<file path="config.mk">
export PLATFORM = sky130hd
export DESIGN_NAME = wb_sig_reader
export DESIGN_NICKNAME = d
export VERILOG_FILES = /design/src/rtl/wb_sig_reader_pkg.sv /design/src/rtl/wb_sig_reader_sync_fifo.sv /design/src/rtl/wb_sig_reader.sv
export SDC_FILE = /design/constraint.sdc
export NUM_CORES = 1
export LEC_CHECK = 0
export CAP_MARGIN = 15
export CORE_AREA = 3 3 205 227
export CTS_BUF_LIST = sky130_fd_sc_hd__clkbuf_8
export CTS_CLUSTER_DIAMETER = 50
export DETAILED_ROUTE_END_ITERATION = 16
export DIE_AREA = 0 0 208 230
export HOLD_SLACK_MARGIN = 0.12
export SLEW_MARGIN = 20
export SYNTH_ARGS = -nofsm -noshare
export SYNTH_HDL_FRONTEND = slang
export SYNTH_SLANG_ARGS = --single-unit
</file>
<file path="constraint.sdc">
create_clock -name clk_i -period 13.51 [get_ports clk_i]
set_input_delay 2.702 -clock clk_i [delete_from_list [all_inputs] [get_ports clk_i]]
set_output_delay 2.702 -clock clk_i [all_outputs]
set_load 0.02 [all_outputs]
</file>
<file path="src/rtl/wb_sig_reader_pkg.sv">
// Shared types for the Wishbone signature reader.
package wb_sig_reader_pkg;

  // Readout sequencer states, visible to benches for probing.
  typedef enum logic [1:0] {
    IDLE  = 2'd0,
    READ  = 2'd1,
    DRAIN = 2'd2,
    EMPTY = 2'd3
  } rd_state_e;

  // Width of a counter that must hold values 0..depth inclusive.
  function automatic int unsigned cnt_width(input int unsigned depth);
    return $clog2(depth) + 1;
  endfunction

endpackage

</file>
<file path="src/rtl/wb_sig_reader_sync_fifo.sv">
// Synchronous FIFO with registered storage; head is the oldest stored word.
module wb_sig_reader_sync_fifo
  import wb_sig_reader_pkg::*;
#(
  parameter int unsigned DATA_WIDTH = 32,
  parameter int unsigned DEPTH      = 4
) (
  input  logic                           clk_i,
  input  logic                           rst_i,
  input  logic                           push_i,
  input  logic [DATA_WIDTH-1:0]          data_i,
  input  logic                           pop_i,
  output logic                           full_o,
  output logic                           empty_o,
  output logic [cnt_width(DEPTH)-1:0]    count_o,
  output logic [DATA_WIDTH-1:0]          head_o
);

  localparam int unsigned PW = $clog2(DEPTH);
  localparam int unsigned CW = cnt_width(DEPTH);

  logic [DATA_WIDTH-1:0] mem_q [DEPTH];
  logic [DATA_WIDTH-1:0] mem_d [DEPTH];
  logic [PW-1:0]         wr_ptr_q, wr_ptr_d;
  logic [PW-1:0]         rd_ptr_q, rd_ptr_d;
  logic [CW-1:0]         count_q, count_d;
  logic                  do_push, do_pop;

  assign full_o  = (count_q == CW'(DEPTH));
  assign empty_o = (count_q == '0);
  assign count_o = count_q;
  assign head_o  = mem_q[rd_ptr_q];

  // Pointer/count update; a pop frees the slot a simultaneous push may take.
  always_comb begin
    do_pop   = pop_i && !empty_o;
    do_push  = push_i && (!full_o || do_pop);
    mem_d    = mem_q;
    wr_ptr_d = wr_ptr_q;
    rd_ptr_d = rd_ptr_q;
    if (do_push) begin
      mem_d[wr_ptr_q] = data_i;
      wr_ptr_d        = PW'(wr_ptr_q + 1'b1);
    end
    if (do_pop) begin
      rd_ptr_d = PW'(rd_ptr_q + 1'b1);
    end
    count_d = count_q + CW'(do_push) - CW'(do_pop);
  end

  // Storage and pointer registers.
  always_ff @(posedge clk_i or posedge rst_i) begin
    if (rst_i) begin
      mem_q    <= '{default: '0};
      wr_ptr_q <= '0;
      rd_ptr_q <= '0;
      count_q  <= '0;
    end else begin
      mem_q    <= mem_d;
      wr_ptr_q <= wr_ptr_d;
      rd_ptr_q <= rd_ptr_d;
      count_q  <= count_d;
    end
  end

endmodule

</file>
<file path="src/rtl/wb_sig_reader.sv">
// Wishbone pipelined read initiator streaming a word-aligned region to a valid/ready port.
module wb_sig_reader
  import wb_sig_reader_pkg::*;
#(
  parameter int unsigned ADDR_WIDTH = 32,
  parameter int unsigned DATA_WIDTH = 32,
  parameter int unsigned FIFO_DEPTH = 4
) (
  input  logic                    clk_i,
  input  logic                    rst_i,
  input  logic                    start_i,
  input  logic [ADDR_WIDTH-1:0]   begin_addr_i,
  input  logic [ADDR_WIDTH-1:0]   end_addr_i,
  output logic                    busy_o,
  output logic                    done_o,
  output logic                    wb_cyc_o,
  output logic                    wb_stb_o,
  output logic                    wb_we_o,
  output logic [ADDR_WIDTH-1:0]   wb_adr_o,
  output logic [DATA_WIDTH/8-1:0] wb_sel_o,
  output logic [DATA_WIDTH-1:0]   wb_dat_o,
  input  logic                    wb_ack_i,
  input  logic                    wb_stall_i,
  input  logic [DATA_WIDTH-1:0]   wb_dat_i,
  output logic                    word_valid_o,
  input  logic                    word_ready_i,
  output logic [DATA_WIDTH-1:0]   word_data_o,
  output logic                    word_last_o
);

  localparam int unsigned AW   = ADDR_WIDTH;
  localparam int unsigned SW   = DATA_WIDTH / 8;
  localparam int unsigned CW   = cnt_width(FIFO_DEPTH);
  localparam int unsigned SUMW = CW + 1;

  rd_state_e       state_q, state_d;
  logic [AW-1:0]   n_q, n_d;
  logic [AW-1:0]   issued_q, issued_d;
  logic [AW-1:0]   popped_q, popped_d;
  logic [AW-1:0]   adr_q, adr_d;
  logic [CW-1:0]   out_q, out_d;
  logic            cyc_q, cyc_d;
  logic            stb_q, stb_d;
  logic [SW-1:0]   sel_q, sel_d;
  logic            busy_q, busy_d;
  logic            done_q, done_d;

  logic [AW-1:0]   n_start;
  logic [CW-1:0]   cnt_d;
  logic            ack_v, accept, pop;
  logic            fifo_empty, fifo_full_unused;
  logic [CW-1:0]   fifo_count;

  // Acks with nothing outstanding (e.g. stale after reset) are dropped.
  assign ack_v  = wb_ack_i && (out_q != '0);
  assign accept = stb_q && !wb_stall_i;
  assign pop    = word_valid_o && word_ready_i;

  assign word_valid_o = !fifo_empty;
  assign word_last_o  = word_valid_o && (popped_q == n_q - AW'(1));

  assign busy_o   = busy_q;
  assign done_o   = done_q;
  assign wb_cyc_o = cyc_q;
  assign wb_stb_o = stb_q;
  assign wb_we_o  = 1'b0;
  assign wb_adr_o = adr_q;
  assign wb_sel_o = sel_q;
  assign wb_dat_o = '0;

  wb_sig_reader_sync_fifo #(
    .DATA_WIDTH (DATA_WIDTH),
    .DEPTH      (FIFO_DEPTH)
  ) u_fifo (
    .clk_i   (clk_i),
    .rst_i   (rst_i),
    .push_i  (ack_v),
    .data_i  (wb_dat_i),
    .pop_i   (pop),
    .full_o  (fifo_full_unused),
    .empty_o (fifo_empty),
    .count_o (fifo_count),
    .head_o  (word_data_o)
  );

  // Next-state, counters and next-cycle bus outputs.
  always_comb begin
    state_d  = state_q;
    n_d      = n_q;
    issued_d = issued_q + AW'(accept);
    popped_d = popped_q + AW'(pop);
    adr_d    = accept ? adr_q + AW'(4) : adr_q;
    done_d   = 1'b0;
    sel_d    = '1;
    n_start  = (end_addr_i > begin_addr_i) ?
               ({2'b00, end_addr_i[AW-1:2]} - {2'b00, begin_addr_i[AW-1:2]}) : '0;

    case ({accept, ack_v})
      2'b10:   out_d = out_q + CW'(1);
      2'b01:   out_d = out_q - CW'(1);
      default: out_d = out_q;
    endcase

    case (state_q)
      IDLE: begin
        if (start_i) begin
          n_d      = n_start;
          adr_d    = {begin_addr_i[AW-1:2], 2'b00};
          issued_d = '0;
          popped_d = '0;
          state_d  = (n_start != '0) ? READ : EMPTY;
        end
      end
      EMPTY: begin
        done_d  = 1'b1;
        state_d = IDLE;
      end
      READ: begin
        if ((issued_q == n_q) && (out_q == '0)) state_d = DRAIN;
      end
      DRAIN: begin
        if (fifo_empty && (popped_q == n_q)) begin
          done_d  = 1'b1;
          state_d = IDLE;
        end
      end
      default: state_d = IDLE;
    endcase

    // Credit: requests in flight plus buffered words never exceed the FIFO depth.
    cnt_d  = fifo_count + CW'(ack_v) - CW'(pop);
    cyc_d  = (state_d == READ);
    busy_d = (state_d != IDLE);
    stb_d  = (state_d == READ) && (issued_d < n_d) &&
             ((SUMW'(out_d) + SUMW'(cnt_d)) < SUMW'(FIFO_DEPTH));
  end

  // State and output registers; reset drops cyc/stb immediately.
  always_ff @(posedge clk_i or posedge rst_i) begin
    if (rst_i) begin
      state_q  <= IDLE;
      n_q      <= '0;
      issued_q <= '0;
      popped_q <= '0;
      adr_q    <= '0;
      out_q    <= '0;
      cyc_q    <= 1'b0;
      stb_q    <= 1'b0;
      sel_q    <= '0;
      busy_q   <= 1'b0;
      done_q   <= 1'b0;
    end else begin
      state_q  <= state_d;
      n_q      <= n_d;
      issued_q <= issued_d;
      popped_q <= popped_d;
      adr_q    <= adr_d;
      out_q    <= out_d;
      cyc_q    <= cyc_d;
      stb_q    <= stb_d;
      sel_q    <= sel_d;
      busy_q   <= busy_d;
      done_q   <= done_d;
    end
  end

endmodule

</file>
## Word level (Yosys, flattened, before mapping)

Cells that the tools add are included.

| storage, ports and cells | value |
|---|---|
| logic and storage cells | 95 |
| register bits after elaboration | 273 |
| output and inout port bits | 107 |

| operators by class | value |
|---|---|
| reductions and logical operators | 21 |
| order comparisons | 6 |
| equal/unequal tests | 10 |
| mux-type cells | 24 |
| bitwise logic cells | 2 |
| $add $sub $neg | 14 |

Operator list:

| operator | number |
|---|---|
| 32-bit 2-to-1 mux | 13 |
| 128-bit bitwise mux | 1 |
| 32-bit equality test | 3 |
| 32-bit by 1-bit adder with 32-bit output | 2 |
| 32-bit binary-select mux with 2-bit select | 1 |
| 32-bit demux with 2-bit select | 1 |
| 32-bit by 3-bit adder with 32-bit output (second input constant) | 1 |
| 32-bit > comparator | 1 |
| 32-bit less-than comparator | 1 |
| 32-bit nonzero test | 1 |
| 32-bit by 1-bit subtractor with 32-bit output (second input constant) | 1 |
| 30-bit by 30-bit subtractor with 31-bit output | 1 |
| 1-bit logical AND | 11 |
| 2-bit 2-to-1 mux | 4 |
| 2-bit one-hot mux with 4 select lines | 1 |
| 3-bit by 1-bit adder with 3-bit output | 2 |
| 2-bit by 1-bit equality test with 1-bit output (second input constant) | 3 |
| 2-bit equality test (second input constant) | 3 |
| 3-bit >= comparator (second input constant) | 2 |
| 3-bit logical NOT | 2 |
| 2-bit NOT with 3-bit output | 2 |
| 3-bit one-hot mux with 2 select lines | 1 |
| 3-bit by 1-bit subtractor with 3-bit output | 2 |
| 2-bit by 1-bit adder with 2-bit output (second input constant) | 2 |
| other kinds (13) | 15 |

## Logic depth before layout (Yosys ltp)

| depth | value |
|---|---|
| depth in word-level cells | 9 |
| gate-level depth with buffers | 20 |
| gate-level depth less buffers | 20 |

## By module

Synthesis repeated with hierarchy kept, for this count alone.

| unflattened totals | value |
|---|---|
| cells, all modules | 1687 |
| area, all modules | 17156.5 sq um |

Modules (own cells, without submodules):

| module | area each (sq um) | cells an instance | instances |
|---|---|---|---|
| wb_sig_reader | 11188.2 | 1340 | 1 |
| wb_sig_reader_sync_fifo | 5968.2 | 347 | 1 |

## Worst setup path before layout

Ideal clock, no wire load.

| path | value |
|---|---|
| kind | input-to-reg |
| start | input begin_addr_i[11] |
| end | register stb_q (netlist: wb_stb_o) |
| slack | 6882 ps |
| path buffers | 2 |
| stages on the path | 20 |
| arrival time | 6542 ps |
| data required time | 13424 ps |
| path through | inv_1 > ha_1 > clkbuf_1 > a21oi_1 > o21ai_0 > a31oi_1 > a21oi_1 > o22ai_1 > clkbuf_1 > o31a_1 > ha_1 > a21o_1 > a21o_1 > a21o_1 > a21o_1 > a21oi_1 > o21ai_0 > a221oi_1 > o21ai_0 > nor3_1 |

| on the way | value |
|---|---|
| cells in the longest elaborated chain, start to end | 9 |
| elaborated cells on any way between the ends | 13 |

Ends and longest elaborated chain:

| what | RTL line | text |
|---|---|---|
| from (decl) | wb_sig_reader.sv:12 | `input logic [ADDR_WIDTH-1:0] begin_addr_i,` |
| 30-bit by 30-bit subtractor with 31-bit output / 32-bit > comparator (equally long branches) | wb_sig_reader.sv:96, wb_sig_reader.sv:95 |  |
| 32-bit 2-to-1 mux * | wb_sig_reader.sv:95 | `n_start = (end_addr_i > begin_addr_i) ?` |
| parallel branches: the longest is 5 deep, another holds 32-bit less-than comparator | -- |  |
| 1-bit logical AND * (2 in series) | wb_sig_reader.sv:134 | `stb_d = (state_d == READ) && (issued_d < n_d) &&` |
| net stb_d | wb_sig_reader.sv:43 | `logic stb_q, stb_d;` |
| to (signal assigned) | wb_sig_reader.sv:160 | `stb_q <= stb_d;` |
| to (decl) | wb_sig_reader.sv:43 |  |

Mark *: on every way through the listed nets, which the timed path passes.
A chain may end at the register's enable or synchronous reset.

## Final worst setup path

| path | value |
|---|---|
| start | register n_q[11] |
| end | output word_last_o |

| on the way | value |
|---|---|
| cells in the longest elaborated chain, start to end | 3 |

Ends and longest elaborated chain:

| what | RTL line | text |
|---|---|---|
| from (decl) | wb_sig_reader.sv:37 | `logic [AW-1:0] n_q, n_d;` |
| from (signal assigned) | wb_sig_reader.sv:154 | `n_q <= n_d;` |
| 32-bit by 1-bit subtractor with 32-bit output | wb_sig_reader.sv:60 | `assign word_last_o = word_valid_o && (popped_q == n_q - AW'(1));` |
| 32-bit equality test | wb_sig_reader.sv:60 |  |
| 1-bit logical AND | wb_sig_reader.sv:60 |  |
| to (decl) | wb_sig_reader.sv:28 | `output logic word_last_o` |

No other way between the ends.

==> out/results.ini <==
[status]
status=finished, final reports clean

[floorplanning]
die_area_um2=47800
rows=81
die_w_um=208
die_h_um=230
start_util_pct=38.7
io_pins=209
core_um2=44400

[cts]
cts-buffers-inserted=54
cts-htree-levels=2
clock_path_buffers=3
cts_resized=0
cts_sinks=271
root_buffer=clkbuf_8
ctsHoldBuffers=0
cts_setup_buffers=0
cts_tree=yes
cts.clk_slew.worst_paths_ns=0.06
clock_latency_ns=0.64

[routing]
first_iter_violations=604
dr.pass1.iters=5
wirelength_mm=45.1
wl_per_cell_um=18.0
via_count=13200
via_per_inst=5.27
drc=0
detail-route-antenna-nets=0

[grt]
grt_usage_pct=18.7
grt_first_pass_wirelength_mm=73.1
grt_pass1_vias=13800
grt_overflow=0
grt_max_degree=139
antenna_found_initial=0

[cells_and_area]
fillers=4241
layout_common_cells=dfrtp_1 (270), clkdlybuf4s50_1 (173), nand2_1 (149)
fin_area_um2=20500
diodes=0
final_common_cell=dfrtp_1
syn2layout_area_growth_pct=19.1
multi_input_area_um2=9550
drive_gt1_share_pct=15.3
regArea_um2=6780
nets=2063

[pwr]
finalPower_w=0.00424
comb_power_share_pct=45.6
p_sw_share_pct=38.2
pwr-share-seq_pct=32.8
peakVddDrop_mv=0.0990
clock_power_share_pct=21.6
p_leak_nw=9.12
power.internal_w=0.00262
p_per_area_nw_per_um2=207
p_sw_w=0.00162

[timing]
max_freq_mhz=131
tns_ns=0
setup_viol=0
fin_crit_sh_pct=56.6
relSlewSlack_pct=32.7
slew_viol_final=0
rsz0062_at_grt=no
worstMarginPinSlew_ns=1.01
hold_violations=0
period_minus_slack_ns=7.65
fin_worst_skew_ns=0.0360
setup_ws_ns=5.86

[hold_path]
hold_path_class=reg2reg

[critical_path]
critPathCaptureType=output port
cpMaxStageDelayCell=clkdlybuf4s50_1
worst_setup_path_start_kind=register
critPathMaxStageDelay_ns=0.67
cp.buffers_inverters=1
critical_path_class=reg2out
path_delay_family=simple AND/OR/NAND/NOR gates
path_max_fanout=8
cp.required_ns=10.81
cp_cell_sequence=or4_4 -> or3_4 -> nor3_4 -> or4b_1 -> nor3b_4 -> nand2_1 -> mux2_2 -> a211o_1 -> a2111oi_2 -> clkdlybuf4s50_1
arrival_ns=4.95

[placement]
gp_congestion=0.916
dpl_cell_area_um2=19200
dp_hpwl_mm=33.1
dp_slack_ns=5.79
port_buffers=173

[synthesis]
synth_cell_type_count=79
synth_area_um2=17200
synth_ff_type=dfrtp_1
yosysWarnings=0
avgSynthCellArea_um2=9.95
async_flop_share_pct=100
synth_edf_count=0
seq_area_frac_synth_pct=39.5
synthCells=1727
ys_seq_elements=271

[run]
drv_cap=0

-- worst reg2reg max path: stages (launching register included) --
cell	delay [ns]
dfrtp_1	0.45
nor2b_1	0.17
buf_4	0.20
ha_1	0.22
nand2_1	0.11
nor4_1	0.73
and4_1	0.32
nand4_1	0.24
nor3_1	0.45
nand3_1	0.15
xor2_1	0.16
nor2_1	0.08
ha_1	0.33
a21oi_1	0.13
nor2b_1	0.05
o21ai_0	0.16
o2111ai_1	0.13
a221oi_1	0.21
o21ai_0	0.12
nor3_1	0.14
-- registers in the layout, summed over array words and instances, names as in the netlist --
register	count
state_q	2
done_o	1
u_fifo.wr_ptr_q	2
wb_sel_o	1
u_fifo.mem_q	128
u_fifo.rd_ptr_q	2
n_q	32
u_fifo.count_o	3
issued_q	32
busy_o	1
wb_adr_o	30
wb_stb_o	1
popped_q	32
wb_cyc_o	1
out_q	3
-- through the flow --
step | hold slack, ns | std cells | util [%]
final | 0.497 | 2503 | 46.1
after global routing | 0.513 | 2503 | 46.1
after CTS | 0.500 | 2503 | 46.1
after detailed placement | 0.487 | 2402 | 43.4
after global placement | 0.482 | 2402 | 43.4
after floorplan | 0.464 | 1761 | -
-- worst paths after layout --
check	startpoint	endpoint	slack, ns	cells after the start
worst max-delay path	n_q[11]$_DFF_PP0_	word_last_o	5.86	10
worst min-delay path	u_fifo.mem_q[45]$_DFFE_PP0P_	u_fifo.mem_q[45]$_DFFE_PP0P_	0.50	1
worst max register to register	wb_stb_o$_DFF_PP0_	wb_stb_o$_DFF_PP0_	8.88	19
worst min register to register	u_fifo.mem_q[45]$_DFFE_PP0P_	u_fifo.mem_q[45]$_DFFE_PP0P_	0.50	1
max in group asynchronous	rst_i	u_fifo.mem_q[90]$_DFFE_PP0P_	8.85	4
min in group asynchronous	rst_i	wb_sel_o[0]$_DFF_PP0_	2.69	2
-- cells by family after synthesis --
logic type	synth area share, %
and+or+nand+nor	15.6
DFF	39.5
AOI/OAI and AO/OA	9.73
buffers and inverters	5.77
xor gates and xnor gates	9.68
muxes	13.4
adders and majority gates	6.29
other	0.0437
-- routing by layer --
| metal | wire length [um] | vias to the layer above | GRT usage (%) |
|---|---|---|---|
| met5 | 0 | - | 0 |
| met4 | 1410 | 0 | 6.93 |
| met3 | 1960 | 88 | 3.33 |
| met2 | 22700 | 346 | 33.3 |
| met1 | 19000 | 6415 | 22.5 |
| li1 | - | 6337 | - |
-- cells in the mapped netlist, types with 14 or more instances --
library cell | count | area, um^2
nand4_1 | 47 | 294
nand3_1 | 57 | 285
nor4_1 | 20 | 125
o31a_1 | 23 | 201
nand2_1 | 150 | 563
a21o_1 | 21 | 158
buf_4 | 38 | 285
and3_1 | 16 | 100
mux4_2 | 32 | 721
xnor2_1 | 82 | 718
xor2_1 | 108 | 946
buf_1 | 15 | 56.3
dfrtp_1 | 271 | 6780
o21ai_0 | 69 | 345
clkbuf_1 | 66 | 248
mux2_2 | 132 | 1490
nor2_1 | 124 | 465
inv_1 | 96 | 360
a21oi_1 | 55 | 275
nor3_1 | 28 | 140
ha_1 | 80 | 1000
and4_1 | 14 | 123
-- power by group through the flow --
stage          Clock (W)  Combinational [W]  Sequential, W
2_1_floorplan          0            0.00134        0.00134
3_3_place_gp           0            0.00192        0.00138
3_5_place_dp           0            0.00195        0.00140
4_1_cts         0.000949            0.00196        0.00139
5_1_grt         0.000986            0.00211        0.00143
6_report        0.000918            0.00193        0.00139
-- area by class of cell --
| class | instances | area share, % |
|---|---|---|
| clock buffer | 70 | 4.71 |
| tap | 581 | 3.55 |
| timing repair buffer | 185 | 8.92 |
| clock inverter | 31 | 1.24 |
| sequential | 271 | 33.1 |
| multi-input combinational | 1269 | 46.7 |
| inverter | 96 | 1.80 |
Power figures use the tool's default switching activity.
